### config.mk
export PLATFORM = sky130hd
export DESIGN_NAME = div_share_ctrl
export DESIGN_NICKNAME = d
export VERILOG_FILES = /design/src/rtl/div_pkg.sv /design/src/rtl/div_rr_arbiter.sv /design/src/rtl/divhalfprecision.sv /design/src/rtl/div_share_ctrl.sv
export SDC_FILE = /design/constraint.sdc
export NUM_CORES = 1
export LEC_CHECK = 0
export ABC_CLOCK_PERIOD_IN_PS = 104900
export BUFFER_PORTS_ARGS = -buffer_cell sky130_fd_sc_hd__buf_2
export CORE_MARGIN = 1.5
export CORE_UTILIZATION = 35
export CTS_BUF_LIST = sky130_fd_sc_hd__clkbuf_4
export DETAILED_ROUTE_END_ITERATION = 6
export PLACE_DENSITY_LB_ADDON = 0.08
export SYNTH_ARGS = -nofsm -noshare
export SYNTH_HDL_FRONTEND = slang
export SYNTH_SLANG_ARGS = --single-unit
### constraint.sdc
create_clock -name i_Clk -period 104.9 [get_ports i_Clk]
set_clock_uncertainty 0.1 [all_clocks]
set_input_delay 15.735 -clock i_Clk [delete_from_list [all_inputs] [get_ports i_Clk]]
set_output_delay 15.735 -clock i_Clk [all_outputs]
set_load 0.02 [all_outputs]
### src/rtl/div_pkg.sv
// Shared constants and FSM encoding for the shared half-precision divider controller.
package div_pkg;

    localparam int unsigned FP16_W = 16;

    typedef enum logic [1:0] {
        IDLE = 2'd0,
        WAIT = 2'd1,
        RESP = 2'd2
    } div_state_e;

    localparam logic [FP16_W-1:0] FP16_ONE  = 16'h3C00;
    localparam logic [FP16_W-1:0] FP16_ZERO = 16'h0000;
    localparam logic [FP16_W-1:0] FP16_QNAN = 16'h7E00;
    localparam logic [4:0]        FP16_EMAX = 5'h1F;

endpackage

### src/rtl/div_rr_arbiter.sv
// Combinational round-robin arbiter: first asserted request at or above the pointer, with wrap.
module div_rr_arbiter
    import div_pkg::*;
#(
    parameter int unsigned NUM_REQ = 4,
    parameter int unsigned ID_W    = $clog2(NUM_REQ)
) (
    input  logic [NUM_REQ-1:0] i_req,
    input  logic [ID_W-1:0]    i_ptr,
    output logic [NUM_REQ-1:0] o_grant,
    output logic [ID_W-1:0]    o_idx
);

    logic            found;
    logic [ID_W-1:0] cand;

    always_comb begin
        o_grant = '0;
        o_idx   = '0;
        found   = 1'b0;
        cand    = '0;
        for (int unsigned off = 0; off < NUM_REQ; off++) begin
            cand = ID_W'((32'(i_ptr) + off) % NUM_REQ);
            if (!found && i_req[cand]) begin
                found         = 1'b1;
                o_grant[cand] = 1'b1;
                o_idx         = cand;
            end
        end
    end

endmodule

### src/rtl/divhalfprecision.sv
// Combinational FP16 divider: round-to-nearest-even, subnormals flushed to zero.
// o_Exception flags NaN results, divide-by-zero and overflow.
module divhalfprecision
    import div_pkg::*;
(
    input  logic [FP16_W-1:0] i_Dividend,
    input  logic [FP16_W-1:0] i_Divisor,
    output logic [FP16_W-1:0] o_Quotient,
    output logic              o_Exception
);

    logic              sgn;
    logic [4:0]        exp_a, exp_b;
    logic [9:0]        frac_a, frac_b;
    logic              a_nan, b_nan, a_inf, b_inf, a_zero, b_zero;
    logic [10:0]       man_a, man_b;
    logic [13:0]       quo;
    logic [11:0]       rem;
    logic [10:0]       mant;
    logic              guard, sticky, round_up;
    logic [11:0]       mant_r;
    logic signed [7:0] exp_q;

    always_comb begin
        sgn      = i_Dividend[15] ^ i_Divisor[15];
        exp_a    = i_Dividend[14:10];
        exp_b    = i_Divisor[14:10];
        frac_a   = i_Dividend[9:0];
        frac_b   = i_Divisor[9:0];
        a_nan    = (exp_a == FP16_EMAX) && (frac_a != '0);
        b_nan    = (exp_b == FP16_EMAX) && (frac_b != '0);
        a_inf    = (exp_a == FP16_EMAX) && (frac_a == '0);
        b_inf    = (exp_b == FP16_EMAX) && (frac_b == '0);
        a_zero   = (exp_a == '0);
        b_zero   = (exp_b == '0);
        man_a    = {1'b1, frac_a};
        man_b    = {1'b1, frac_b};

        // Restoring division of man_a*2^13 by man_b; man_a < 2*man_b so 14 bits suffice.
        rem = {1'b0, man_a};
        quo = '0;
        for (int unsigned i = 0; i < 14; i++) begin
            if (i != 0) begin
                rem = {rem[10:0], 1'b0};
            end
            if (rem >= {1'b0, man_b}) begin
                rem = rem - {1'b0, man_b};
                quo = {quo[12:0], 1'b1};
            end else begin
                quo = {quo[12:0], 1'b0};
            end
        end

        exp_q = $signed({3'b000, exp_a}) - $signed({3'b000, exp_b}) + 8'sd15;
        if (quo[13]) begin
            mant   = quo[13:3];
            guard  = quo[2];
            sticky = (|quo[1:0]) | (|rem);
        end else begin
            mant   = quo[12:2];
            guard  = quo[1];
            sticky = quo[0] | (|rem);
            exp_q  = exp_q - 8'sd1;
        end
        round_up = guard & (sticky | mant[0]);
        mant_r   = {1'b0, mant} + {11'b0, round_up};
        if (mant_r[11]) begin
            exp_q = exp_q + 8'sd1;
        end

        o_Quotient  = FP16_ZERO;
        o_Exception = 1'b0;
        if (a_nan || b_nan || (a_inf && b_inf) || (a_zero && b_zero)) begin
            o_Quotient  = FP16_QNAN;
            o_Exception = 1'b1;
        end else if (a_inf) begin
            o_Quotient  = {sgn, FP16_EMAX, 10'b0};
        end else if (b_zero) begin
            o_Quotient  = {sgn, FP16_EMAX, 10'b0};
            o_Exception = 1'b1;
        end else if (b_inf || a_zero) begin
            o_Quotient  = {sgn, 15'b0};
        end else if (exp_q >= 8'sd31) begin
            o_Quotient  = {sgn, FP16_EMAX, 10'b0};
            o_Exception = 1'b1;
        end else if (exp_q <= 8'sd0) begin
            o_Quotient  = {sgn, 15'b0};
        end else begin
            o_Quotient  = {sgn, exp_q[4:0], (mant_r[11] ? 10'b0 : mant_r[9:0])};
        end
    end

endmodule

### src/rtl/div_share_ctrl.sv
// Round-robin scheduler sharing one combinational FP16 divider among NUM_REQ requesters.
module div_share_ctrl
    import div_pkg::*;
#(
    parameter int unsigned NUM_REQ     = 4,
    parameter int unsigned DIV_LATENCY = 1,
    parameter int unsigned ID_W        = $clog2(NUM_REQ)
) (
    input  logic                      i_Clk,
    input  logic                      i_Rst_n,
    input  logic [NUM_REQ-1:0]        i_Req_Valid,
    input  logic [FP16_W*NUM_REQ-1:0] i_Req_Dividend,
    input  logic [FP16_W*NUM_REQ-1:0] i_Req_Divisor,
    output logic [NUM_REQ-1:0]        o_Req_Ready,
    output logic                      o_Resp_Valid,
    output logic [FP16_W-1:0]         o_Resp_Quotient,
    output logic                      o_Resp_Exception,
    output logic [ID_W-1:0]           o_Resp_Id,
    input  logic                      i_Resp_Ready
);

    localparam int unsigned CNT_W = (DIV_LATENCY > 1) ? $clog2(DIV_LATENCY) : 1;

    div_state_e         state_q, state_d;
    logic [ID_W-1:0]    ptr_q, ptr_d;
    logic [ID_W-1:0]    id_q, id_d;
    logic [FP16_W-1:0]  dvd_q, dvd_d;
    logic [FP16_W-1:0]  dvs_q, dvs_d;
    logic [CNT_W-1:0]   cnt_q, cnt_d;
    logic               resp_valid_q, resp_valid_d;
    logic [FP16_W-1:0]  resp_quot_q, resp_quot_d;
    logic               resp_exc_q, resp_exc_d;
    logic [ID_W-1:0]    resp_id_q, resp_id_d;

    logic [NUM_REQ-1:0] grant;
    logic [ID_W-1:0]    grant_idx;
    logic [NUM_REQ-1:0] req_ready;
    logic [FP16_W-1:0]  div_quot;
    logic               div_exc;

    div_rr_arbiter #(
        .NUM_REQ (NUM_REQ),
        .ID_W    (ID_W)
    ) u_arb (
        .i_req   (i_Req_Valid),
        .i_ptr   (ptr_q),
        .o_grant (grant),
        .o_idx   (grant_idx)
    );

    // Only the registered operands reach the divider.
    divhalfprecision u_div (
        .i_Dividend  (dvd_q),
        .i_Divisor   (dvs_q),
        .o_Quotient  (div_quot),
        .o_Exception (div_exc)
    );

    always_comb begin
        state_d      = state_q;
        ptr_d        = ptr_q;
        id_d         = id_q;
        dvd_d        = dvd_q;
        dvs_d        = dvs_q;
        cnt_d        = cnt_q;
        resp_valid_d = resp_valid_q;
        resp_quot_d  = resp_quot_q;
        resp_exc_d   = resp_exc_q;
        resp_id_d    = resp_id_q;
        req_ready    = '0;
        unique case (state_q)
            IDLE: begin
                // Ready is masked while reset is held so no grant is advertised then.
                req_ready = i_Rst_n ? grant : '0;
                if (|grant) begin
                    dvd_d   = i_Req_Dividend[FP16_W*32'(grant_idx) +: FP16_W];
                    dvs_d   = i_Req_Divisor[FP16_W*32'(grant_idx) +: FP16_W];
                    id_d    = grant_idx;
                    cnt_d   = CNT_W'(DIV_LATENCY - 1);
                    ptr_d   = (grant_idx == ID_W'(NUM_REQ - 1)) ? '0 : grant_idx + ID_W'(1);
                    state_d = WAIT;
                end
            end
            WAIT: begin
                if (cnt_q == '0) begin
                    resp_quot_d  = div_quot;
                    resp_exc_d   = div_exc;
                    resp_id_d    = id_q;
                    resp_valid_d = 1'b1;
                    state_d      = RESP;
                end else begin
                    cnt_d = cnt_q - CNT_W'(1);
                end
            end
            RESP: begin
                if (i_Resp_Ready && resp_valid_q) begin
                    resp_valid_d = 1'b0;
                    state_d      = IDLE;
                end
            end
            default: state_d = IDLE;
        endcase
    end

    always_ff @(posedge i_Clk or negedge i_Rst_n) begin
        if (!i_Rst_n) begin
            state_q      <= IDLE;
            ptr_q        <= '0;
            id_q         <= '0;
            dvd_q        <= FP16_ZERO;
            dvs_q        <= FP16_ZERO;
            cnt_q        <= '0;
            resp_valid_q <= 1'b0;
            resp_quot_q  <= FP16_ZERO;
            resp_exc_q   <= 1'b0;
            resp_id_q    <= '0;
        end else begin
            state_q      <= state_d;
            ptr_q        <= ptr_d;
            id_q         <= id_d;
            dvd_q        <= dvd_d;
            dvs_q        <= dvs_d;
            cnt_q        <= cnt_d;
            resp_valid_q <= resp_valid_d;
            resp_quot_q  <= resp_quot_d;
            resp_exc_q   <= resp_exc_d;
            resp_id_q    <= resp_id_d;
        end
    end

    assign o_Req_Ready      = req_ready;
    assign o_Resp_Valid     = resp_valid_q;
    assign o_Resp_Quotient  = resp_quot_q;
    assign o_Resp_Exception = resp_exc_q;
    assign o_Resp_Id        = resp_id_q;

endmodule

==> flow_metrics.py, run 1 <==
metrics = {
    "logic_synthesis": {
        "synth.distinct_cells": 100,
        "yosys_warnings": 0,
        "synth-edff-count": 0,
        "syn_area_mm2": 0.0119,
        "synth-seq-cells": 58,
        "async_flop_share": 1.00,
        "synthCells": 1470,
        "ys.flop_type": "dfrtp_1",
        "ys_seq_area_frac": 0.122,
        "synth_fp_nets": 1740,
        "avgSynthCellArea_um2": 8.08,
    },
    "detailed_routing": {
        "initialDrtViolationCount": 595,
        "vias": 11800,
        "drt-wirelength-per-cell_um": 19.2,
        "first_pass_iters": 5,
        "wirelength_um": 39600,
        "ant_nets": 0,
        "drc_errors": 0,
        "vias_per_cell": 5.72,
    },
    "timing": {
        "hold_viol_final": 0,
        "finalCriticalPeriod_ps": 41060,
        "min_period_over_period": 0.391,
        "setup_viol": 0,
        "fmaxAchievable_mhz": 24.4,
        "tightest_slew_ps": 1070,
        "rsz0062_at_grt": "no",
        "maxSlewHeadroom": 0.282,
        "maxSlewViolCount": 0,
        "fin_setup_tns_ps": 0,
    },
    "critical_path": {
        "end_kind": "flip-flop",
        "arrival_ps": 41290,
        "worst_ep_required_time_ps": 105120,
        "cpMostUsedCell": "o21a_1",
        "path_class": "reg -> reg",
        "cp_slowest_cell": "a211o_1",
        "max_stage_delay_ps": 730,
        "crit_fanout": 21,
        "cp-start-kind": "flip-flop",
    },
    "finish": {
        "area_growth_pct": 12.1,
        "drive_gt1_frac": 0.212,
        "nets": 1882,
        "final_cell_mix": "buf_2 (158), nor2_1 (145), ha_1 (132)",
        "nFillCells": 3457,
        "final_common_cell": "buf_2",
    },
    "clock_tree": {
        "insertion_delay_ps": 430,
        "cts_tree": "built",
        "numClockSinks": 58,
        "cts_resized": 0,
        "htree_levels": 3,
        "holdBufCountCts": 0,
        "cts-root-buf": "clkbuf_4",
        "cts_buffer_depth": 2,
        "clk_pin_slew_ps": 120,
        "cts_buffers": 9,
        "postCtsSetupBuffers": 0,
    },
    "floorplanning": {
        "io_pins": 159,
        "dieArea_mm2": 0.0351,
        "rows": 67,
        "fp.dieH_um": 187,
        "core_area_mm2": 0.0334,
        "start_util": 0.355,
        "die_w_um": 187,
    },
    "global_routing": {
        "overflow": 0,
        "grt_max_degree": 60,
        "grt_pass1_vias": 11400,
        "grt_antenna_before_repair": 1,
        "global_route.usage.total": 0.223,
        "grt_pass1_wl_um": 62800,
    },
    "min_path": {
        "min_path_type": "reg -> reg",
    },
    "run_status": {
        "status": "finished clean",
    },
    "placed_design": {
        "post-dp-hpwl_um": 31600,
        "io_buffers": 158,
        "routabilityCongestion": 0.877,
    },
    "job": {
        "maxCapViolCount": 0,
    },
}
Yosys cell counts, types with 6 or more instances:
library cell  count  share of area
nor2_1          145          0.046
ha_1            132           0.14
nand2_1         109          0.034
o21ai_0          91          0.038
a21oi_1          79          0.033
mux2_2           64          0.061
a21o_1           62          0.039
inv_1            60          0.019
dfrtp_1          58           0.12
xnor2_1          52          0.038
o21a_1           51          0.032
nor3_1           48          0.020
xor2_1           45          0.033
mux4_2           33          0.063
mux2i_1          29          0.024
nand2b_1         29          0.015
clkbuf_1         28         0.0088
nand3_1          24          0.010
o211ai_1         18          0.011
nor4_1           15         0.0079
o21bai_1         14         0.0088
o31ai_1          14         0.0088
a211oi_1         13         0.0082
or3_1            13         0.0068
and3_1           12         0.0063
nor2b_1          12         0.0063
nand4_1          11         0.0058
and2_1           10         0.0053
a21boi_0          9         0.0057
a22oi_1           9         0.0057
a31oi_1           9         0.0047
o22ai_1           9         0.0047
a211o_1           8         0.0059
nor3b_1           8         0.0051
or4_1             8         0.0051
o21ai_1           7         0.0029
a221oi_1          6         0.0044
a311oi_1          6         0.0044
a32o_1            6         0.0051
buf_2             6         0.0025
cell type report:
type | instances | area, um2 | share of cell area
Clock inverter | 5 | 31.3 | 0.00235
Antenna cell | 1 | 2.50 | 0.000188
Sequential cell | 58 | 1450 | 0.109
Timing Repair Buffer | 174 | 911 | 0.0684
Clock buffer | 11 | 82.6 | 0.00620
Tap cell | 448 | 561 | 0.0421
Multi-Input combinational cell | 1308 | 10100 | 0.755
Inverter | 61 | 229 | 0.0172
registers in the layout (all words and copies together), names as in the netlist, named ones only:
register          count
dvd_q                16
state_q               2
o_Resp_Valid          1
id_q                  2
o_Resp_Quotient      16
o_Resp_Exception      1
dvs_q                16
ptr_q                 1
o_Resp_Id             2
critical path, delay by kind of cell, from the launching register on:
kind,cells,cell delay [ps]
AO/OA/AOI/OAI,107,23960
adder cells (fa/ha/maj),13,4320
buffers and inverters,6,840
flip-flops,1,500
multiplexers,4,1830
AND/OR/NAND/NOR,39,9260
stage by stage:
step / utilization / cell area [um2] / instances / setup WS [ps] / hold WS [ps]
4_1_cts: 0.398 / 13300 / 2065 / 64100 / 387
3_5_place_dp: 0.395 / 13200 / 2049 / 64380 / 369
2_1_floorplan: - / 11900 / 1470 / 70700 / 335
5_1_grt: 0.398 / 13300 / 2066 / 60830 / 423
3_3_place_gp: 0.395 / 13200 / 2049 / 65050 / 363
6_report: 0.398 / 13300 / 2066 / 63840 / 385
per-layer routing:
metal	up-vias	part of all wire	track usage
li1	5847	-	-
met1	5588	0.48	0.311
met2	352	0.47	0.385
met3	23	0.044	0.0150
met4	0	0.0096	0.0360
met5	-	0	0
path summary, 6_finish.rpt:
kind                                             endpoint            startpoint  slack, ps  depth (start not counted)
setup / recovery           o_Resp_Quotient[0]$_DFFE_PN0P_  dvs_q[1]$_DFFE_PN0P_      63840                        169
hold / removal                   o_Resp_Id[1]$_DFFE_PN0P_   id_q[1]$_DFFE_PN0P_        380                          2
setup reg to reg           o_Resp_Quotient[0]$_DFFE_PN0P_  dvs_q[1]$_DFFE_PN0P_      63840                        169
hold reg to reg                  o_Resp_Id[1]$_DFFE_PN0P_   id_q[1]$_DFFE_PN0P_        380                          2
max in group asynchronous            dvd_q[4]$_DFFE_PN0P_               i_Rst_n      88810                          2
min in group asynchronous             id_q[1]$_DFFE_PN0P_               i_Rst_n      15350                          2
cells by family (layout without fill, tap and decap cells):
group,after synthesis,after routing,synth area share
adder cells (fa/ha/maj),135,135,0.144
other,0,1,0
XOR/XNOR,97,97,0.0715
buffers and inverters,104,251,0.0348
flip-flops,58,58,0.122
AND/OR/NAND/NOR,480,480,0.203
multiplexers,131,131,0.153
AO/OA/AOI/OAI,465,465,0.271
Power of run 1 is left out: the tool's default activity adds up to more than one toggle a clock period on the data nets, which glitch-free logic cannot reach.
==> inputs of run 2 (changes only) <==
ABC_CLOCK_PERIOD_IN_PS = 36600   (was 104900)
clock period = 36.6 ns   (was 104.9 ns; I/O delays follow)
==> run 2 against run 1 <==
  * Final area up 3.5%
  * Worst setup slack worse by 61000 ps
  * Cell count up 2.2%
  * Worst hold slack worse by 5.6 ps
  * Critical endpoint is now o_Resp_Quotient[6]$_DFFE_PN0P_
==> flow_metrics.py, run 2 (synthesis results as in run 1) <==
metrics = {
    "run_status": {
        "status": "finished clean",
    },
    "floorplanning": {
        "dieArea_mm2": 0.0351,
        "io_pins": 159,
        "fp.dieH_um": 187,
        "start_util": 0.355,
        "rows": 67,
        "core_area_mm2": 0.0334,
        "die_w_um": 187,
    },
    "critical_path": {
        "reg2reg_from": "dvs_q[1]$_DFFE_PN0P_",
        "critPathLaunch": "dvs_q[1]$_DFFE_PN0P_",
        "crit_family": "compound AO/OA/AOI/OAI gates",
        "arrival_ps": 34380,
        "end_kind": "flip-flop",
        "cpMostUsedCell": "o21a_1",
        "path_class": "reg -> reg",
        "crit_fanout": 18,
        "cp-start-kind": "flip-flop",
        "worst_ep_required_time_ps": 36880,
        "max_stage_delay_ps": 620,
        "crit_buf_inv": 13,
        "cp_slowest_cell": "or4_4",
    },
    "detailed_routing": {
        "vias": 12000,
        "drt-wirelength-per-cell_um": 18.9,
        "first_pass_iters": 5,
        "ant_nets": 0,
        "drc_errors": 0,
        "wirelength_um": 39900,
        "initialDrtViolationCount": 732,
        "vias_per_cell": 5.67,
    },
    "global_routing": {
        "busiest_layer": "met2",
        "met1_usage": 0.303,
        "global_route.usage.total": 0.224,
        "met2_usage": 0.384,
        "grt_pass1_vias": 11600,
        "grt_max_degree": 60,
        "grt_pass1_wl_um": 62700,
        "overflow": 0,
        "grt_antenna_before_repair": 1,
        "grtUsageMet3": 0.0210,
    },
    "clock_tree": {
        "holdBufCountCts": 0,
        "insertion_delay_ps": 440,
        "cts_buffers": 9,
        "cts-root-buf": "clkbuf_4",
        "cts_buffer_depth": 2,
        "cts_tree": "built",
        "numClockSinks": 58,
        "clk_pin_slew_ps": 110,
        "htree_levels": 3,
    },
    "finish": {
        "regArea_mm2": 0.00145,
        "multi_input_area_mm2": 0.0102,
        "drive_gt1_frac": 0.241,
        "area_growth_pct": 16.0,
        "final_common_cell": "buf_2",
        "nets": 1928,
        "final_cell_mix": "buf_2 (158), nor2_1 (144), ha_1 (132)",
        "nFillCells": 3455,
    },
    "placed_design": {
        "post-dp-hpwl_um": 31700,
        "io_buffers": 158,
        "routabilityCongestion": 0.890,
        "dp_slack_ps": 606,
    },
    "timing": {
        "hold_ws_ps": 379,
        "tightest_slew_ps": 1050,
        "setup_viol": 0,
        "fmaxAchievable_mhz": 29.3,
        "min_period_over_period": 0.932,
        "maxSlewViolCount": 0,
        "maxSlewHeadroom": 0.298,
        "finalCriticalPeriod_ps": 34100,
        "setup_ws_ps": 2500,
        "hold_viol_final": 0,
    },
    "job": {
        "maxCapViolCount": 0,
    },
    "min_path": {
        "min_path_type": "reg -> reg",
        "min_from": "id_q[1]$_DFFE_PN0P_",
    },
}
[run 2: cell count changes in the layout (fill, tap and decap cells not counted), sizes merged]
cell | previous run | this run
clkinvlp | 1 | 0
clkbuf | 11 | 10
nor3 | 49 | 50
buf | 174 | 219
bufinv | 0 | 1
[run 2: per-layer routing]
layer | up-vias | part of all wire
met3 | 39 | 0.041
met5 | - | 0
met4 | 0 | 0.015
met1 | 5667 | 0.47
met2 | 309 | 0.47
li1 | 5945 | -
[run 2: layout make-up]
| type | count | share of cell area |
|---|---|---|
| multi-input combinational | 1309 | 0.737 |
| sequential | 58 | 0.105 |
| timing repair buffer | 219 | 0.0909 |
| tap | 448 | 0.0407 |
| inverter | 61 | 0.0166 |
| clock buffer | 10 | 0.00545 |
| clock inverter | 5 | 0.00336 |
| antenna | 1 | 0.000182 |
[run 2: what timing repair did]
action | 4_1_cts | 5_1_grt
setup buffers | 0 | 24
gates resized for setup | 0 | 29
endpoints found under the setup margin | 0 | 16
[run 2: metrics by stage]
step           cells  TNS (ps)   util  area, um2
2_1_floorplan   1470         0      -      11900
3_3_place_gp    2070         0  0.399      13400
3_5_place_dp    2070         0  0.399      13400
4_1_cts         2085         0  0.403      13500
5_1_grt         2111     -60.9  0.412      13800
6_report        2111         0  0.412      13800
[run 2: final timing paths]
kind,end,slack (ps),depth (start not counted)
min in group asynchronous,o_Resp_Quotient[9]$_DFFE_PN0P_,5110,2
worst min register to register,o_Resp_Id[1]$_DFFE_PN0P_,380,2
worst min-delay path,o_Resp_Id[1]$_DFFE_PN0P_,380,2
max in group asynchronous,dvs_q[1]$_DFFE_PN0P_,30740,2
worst max-delay path,o_Resp_Quotient[6]$_DFFE_PN0P_,2500,179
worst max register to register,o_Resp_Quotient[6]$_DFFE_PN0P_,2500,179
[run 2: tightest hold or removal path, cell delays in order, from the launching register on]
cell and delay, ps:
dfrtp_1 350, nand2_1 50, nand2_1 50
Power of run 2 is left out for the same reason.
